### config.mk
export PLATFORM = sky130hd
export DESIGN_NAME = opa_decode_stage
export DESIGN_NICKNAME = d
export VERILOG_FILES = /design/src/rtl/opa_decode_stage.sv
export SDC_FILE = /design/constraint.sdc
export NUM_CORES = 1
export LEC_CHECK = 0
export CORE_ASPECT_RATIO = 0.75
export CORE_MARGIN = 2
export CORE_UTILIZATION = 51
export DETAILED_ROUTE_END_ITERATION = 8
export GPL_TIMING_DRIVEN = 0
export PLACE_DENSITY = 0.91
export SLEW_MARGIN = 20
export SYNTH_ARGS = -nofsm -noshare
export SYNTH_HDL_FRONTEND = slang
export SYNTH_SLANG_ARGS = --single-unit
export TNS_END_PERCENT = 5
### constraint.sdc
create_clock -name clk -period 5.5 [get_ports clk]
set_input_delay 1.65 -clock clk [delete_from_list [all_inputs] [get_ports clk]]
set_output_delay 1.65 -clock clk [all_outputs]
set_load 0.1 [all_outputs]
### src/rtl/opa_decode_stage.sv
// opa_decode_stage: RV32I operand-A select decode, registered behind a 2-entry skid FIFO.
// Revision: 1.0 - initial release
`default_nettype none

module opa_decode_stage #(
   parameter int XLEN   = 32,
   parameter int ZIMM_W = 5
) (
   input  logic            clk,
   input  logic            reset,
   input  logic            io_in_valid,
   output logic            io_in_ready,
   input  logic [31:0]     io_in_inst,
   input  logic [XLEN-1:0] io_in_rs1_data,
   input  logic            io_flush,
   output logic            io_out_valid,
   input  logic            io_out_ready,
   output logic [1:0]      io_opa_sel,
   output logic [XLEN-1:0] io_opa_rsa,
   output logic [XLEN-1:0] io_opa_imz,
   output logic [XLEN-1:0] io_opa_imu,
   output logic            io_out_illegal
);

   localparam logic [6:0] OPC_LUI    = 7'b0110111;
   localparam logic [6:0] OPC_AUIPC  = 7'b0010111;
   localparam logic [6:0] OPC_SYSTEM = 7'b1110011;
   localparam logic [6:0] OPC_OP     = 7'b0110011;
   localparam logic [6:0] OPC_OPIMM  = 7'b0010011;
   localparam logic [6:0] OPC_LOAD   = 7'b0000011;
   localparam logic [6:0] OPC_STORE  = 7'b0100011;
   localparam logic [6:0] OPC_BRANCH = 7'b1100011;
   localparam logic [6:0] OPC_JAL    = 7'b1101111;
   localparam logic [6:0] OPC_JALR   = 7'b1100111;
   localparam logic [6:0] OPC_MISC   = 7'b0001111;

   localparam logic [1:0] SEL_RSA = 2'd0;
   localparam logic [1:0] SEL_IMU = 2'd1;
   localparam logic [1:0] SEL_IMZ = 2'd2;

   logic [6:0]      opcode;
   logic [2:0]      funct3;
   logic [1:0]      dec_sel;
   logic            dec_illegal;
   logic [XLEN-1:0] dec_imz;
   logic [XLEN-1:0] dec_imu;
   logic            unused_inst_bits;

   assign opcode           = io_in_inst[6:0];
   assign funct3           = io_in_inst[14:12];
   assign unused_inst_bits = ^io_in_inst[11:7];

   always_comb begin
      dec_sel     = SEL_RSA;
      dec_illegal = 1'b0;
      case (opcode)
         OPC_LUI, OPC_AUIPC: dec_sel = SEL_IMU;
         OPC_SYSTEM:         if (funct3 >= 3'd5) dec_sel = SEL_IMZ;
         OPC_OP, OPC_OPIMM, OPC_LOAD, OPC_STORE,
         OPC_BRANCH, OPC_JAL, OPC_JALR, OPC_MISC: dec_sel = SEL_RSA;
         default:            dec_illegal = 1'b1;
      endcase
   end

   always_comb begin
      dec_imz                = '0;
      dec_imz[ZIMM_W-1:0]    = io_in_inst[15 +: ZIMM_W];
      dec_imu                = '0;
      dec_imu[31:12]         = io_in_inst[31:12];
   end

   logic [1:0]      ent_sel     [2];
   logic [XLEN-1:0] ent_rsa     [2];
   logic [XLEN-1:0] ent_imz     [2];
   logic [XLEN-1:0] ent_imu     [2];
   logic            ent_illegal [2];
   logic [1:0]      count;
   logic            wr_ptr;
   logic            rd_ptr;
   logic            push;
   logic            pop;

   // Ready comes from registered count only, so upstream never sees a path from io_out_ready.
   assign io_in_ready  = !reset && (count < 2'd2);
   assign io_out_valid = !reset && (count != 2'd0);
   assign push         = io_in_valid && io_in_ready;
   assign pop          = io_out_valid && io_out_ready;

   always_ff @(posedge clk) begin
      if (reset) begin
         count  <= 2'd0;
         wr_ptr <= 1'b0;
         rd_ptr <= 1'b0;
         for (int i = 0; i < 2; i++) begin
            ent_sel[i]     <= 2'd0;
            ent_rsa[i]     <= '0;
            ent_imz[i]     <= '0;
            ent_imu[i]     <= '0;
            ent_illegal[i] <= 1'b0;
         end
      end else if (io_flush) begin
         count  <= 2'd0;
         wr_ptr <= 1'b0;
         rd_ptr <= 1'b0;
      end else begin
         if (push) begin
            ent_sel[wr_ptr]     <= dec_sel;
            ent_rsa[wr_ptr]     <= io_in_rs1_data;
            ent_imz[wr_ptr]     <= dec_imz;
            ent_imu[wr_ptr]     <= dec_imu;
            ent_illegal[wr_ptr] <= dec_illegal;
            wr_ptr              <= ~wr_ptr;
         end
         if (pop) rd_ptr <= ~rd_ptr;
         case ({push, pop})
            2'b10:   count <= count + 2'd1;
            2'b01:   count <= count - 2'd1;
            default: count <= count;
         endcase
      end
   end

   // Data fields read as zero while reset is held, even before the first reset edge.
   assign io_opa_sel     = reset ? 2'd0 : ent_sel[rd_ptr];
   assign io_opa_rsa     = reset ? '0   : ent_rsa[rd_ptr];
   assign io_opa_imz     = reset ? '0   : ent_imz[rd_ptr];
   assign io_opa_imu     = reset ? '0   : ent_imu[rd_ptr];
   assign io_out_illegal = reset ? 1'b0 : ent_illegal[rd_ptr];

endmodule

`default_nettype wire
==> metrics <==
Peak VDD IR=0.185 mV; Crit path required time=3.85 ns; final hold vios=0; post-synth top area share=59.4%; count leader, synth=edfxtp_1; layout net count=696; ys flop type=edfxtp_1; number of global-route vias before repair=3846; worst hold path cell count=2; synthesized cell area=5560 um2; Core ar.=10500 um2; Synth Instances=445; Post-synth top cells=edfxtp_1, and2_1, nor2_1; # diodes=0; Die Y=94.4 um; Pwr Density=324 nW/um2; hold path endpoint=rd_ptr; # fillers=696; sequential cell area=3400 um2; Lkg Pwr=3.28 nW; Inst Count DP=743; highest clock rate=186 MHz; Post-synth EDFFs=110; Async S/R FF share, synth=0%; max_slew headroom=33.2%; CTS tree=done; Detailed Place HPWL=8220 um; fin crit share=97.6%; crit path max fanout=10; final setup fails=0; Placer Congestion=0.755; Area Growth Syn to Fin=38.3%; Seq/Total Area, Yosys=61.2%; drt total wl=12200 um; r2r setup slk=3.63 ns; DRC violations left=0; largest net degree at the start of global routing=56; Cell Area, Placed=7130 um2; CTS H-tree depth=4; routed length per placed instance=15.7 um; status=completed; total negative slack=0 ns; row count=32; grt ovf=0; Die X=125 um; MaxCap Viol Count=0; fraction of layout cells with a size suffix above 1=14.0%; Post-Route Skew=0.00640 ns; multi-input logic area=1850 um2; drt pass-1 iters=5; Netlist cell types=35; Slew Limit Fails=0; slowest cell on the critical path=clkdlybuf4s50_1; Max Root-Sink Buffers=2; Setup CP Type=in2out; reg-to-reg endpoint=ent_rsa[0][14]; Inserted Clock Buffers=17; hold path startpoint=rd_ptr; IO buf count=124; via count=3768; crit-path cells=buf_6, clkbuf_1, clkbuf_1, nor2_1, clkdlybuf4s50_1; Critical R2R Launch=count[1]; Avg Inst Size Synth=12.5 um2; clk root buf=clkbuf_16; Die ar.=11800 um2; IO Pins=170; Worst Tran Pin Value=1.00 ns; Startpoint Class=input port; Initial Util=53.2%; Final Non-Filler Cells=773; CTS Sinks=115; arrival time worst endpoint=3.72 ns; unrepaired setup endpoints after global routing=no; Synth area leader=edfxtp_1; FF+latch count, synth=115; Worst Reg2Reg Path Length in Cells=3; crit path time final=5.37 ns; Starting DRT DRC Count=232; vias per cell=4.87; later-pin clock latency in the skew report=0.40 ns; top post-synthesis cells by area=edfxtp_1, and2_1, mux2i_1; initial antenna violation count=0; antenna-violating nets left=0; post-route cell area=7690 um2; CP max stage delay=0.98 ns; type of the worst min-delay path=reg2reg; gr usage total=20.9%; clock-pin slew of the registers on the worst-case setup and hold paths=0.05 ns; first-pass GRT wire length=18600 um; Critical Path Sink Type=output pin; yosys warns=0; most used cell along the critical path=clkbuf_1
[logic make-up (layout without fill, tap and decap cells)]
| group | Yosys count | in the layout | synth area share [%] |
|---|---|---|---|
| simple gates | 188 | 188 | 18.5 |
| flops | 115 | 115 | 61.2 |
| fa+ha+maj | 1 | 1 | 0.225 |
| buf+inv | 73 | 227 | 8.42 |
| mux | 55 | 55 | 9.90 |
| other cells | 1 | 39 | 0.0674 |
| compound gates | 9 | 9 | 1.22 |
| xor+xnor | 3 | 3 | 0.473 |
[power by group]
part           switching (mW)  internal, mW  total [mW]
combinational           0.358         0.122       0.479
sequential             0.0119          1.00        1.02
clock                   0.345         0.648       0.993
[layer usage]
metal / GRT usage [%] / vias to the layer above / share of wire (%)
met5: 0 / - / 0
met4: 7.77 / 0 / 0.89
met3: 6.80 / 13 / 7.2
met2: 37.6 / 157 / 52
met1: 23.5 / 1792 / 40
li1: - / 1806 / -
[worst max-delay path by stage]
stage / end / depth (start not counted) / start / slack (ns)
6_report: io_opa_imu[20] / 5 / reset / 0.13
5_1_grt: io_opa_imu[20] / 5 / reset / 0.01
4_1_cts: io_opa_imu[17] / 5 / reset / 0.06
3_5_place_dp: io_opa_imz[2] / 6 / reset / -0.05
3_3_place_gp: io_opa_imz[1] / 6 / reset / 0.007
2_1_floorplan: io_opa_imz[0] / 5 / reset / -0.09
[repair_timing]
item | CTS | global route
hold buffers | 0 | 0
setup buffers | 0 | 0
resized for setup | 5 | 18
setup endpoints to repair | 5 | 18
cloned | 0 | 0
[layout make-up]
class	count	share of cell area, %
Clock buffer	20	5.68
Clock inverter	10	1.20
Multi-Input combinational cell	295	24.0
Timing Repair Buffer	124	16.6
Tap cell	136	2.21
Sequential cell	115	44.2
Buffer	69	5.89
Inverter	4	0.195
[sequential cells by signal, indices dropped and copies added, names as in the netlist, named ones only]
register and flops:
wr_ptr 1, ent_imz 8, ent_illegal 2, rd_ptr 1
ent_imu 32, count 2, ent_sel 4, ent_rsa 64
[worst max-delay path: cells and delay by family]
kind	cells	cell delay (ns)
buf+inv	4	1.95
simple gates	1	0.11
[through the flow]
stage / total power, mW / hold WS [ns] / setup slack [ns] / util [%]
floorplan: 1.40 / 0.476 / -0.0946 / -
global placement: 1.50 / 0.492 / 0.00748 / 68.1
detailed placement: 1.51 / 0.516 / -0.0479 / 68.2
global route: 2.56 / 0.553 / 0.0113 / 73.6
CTS: 2.50 / 0.523 / 0.0622 / 73.2
finish: 2.49 / 0.539 / 0.133 / 73.6
[cell usage in the layout, fill, tap and decap left out, drive strengths merged, types with 3 or more instances in the layout]
cell type      count
a21oi              3
and2             104
buf               56
clkbuf            37
clkdlybuf4s50    101
clkinv             8
conb              39
dfxtp              5
dlymetal6s2s      18
edfxtp           110
inv                4
mux2i             55
nand2              3
nor2              64
(Power assumes the default switching activity.)
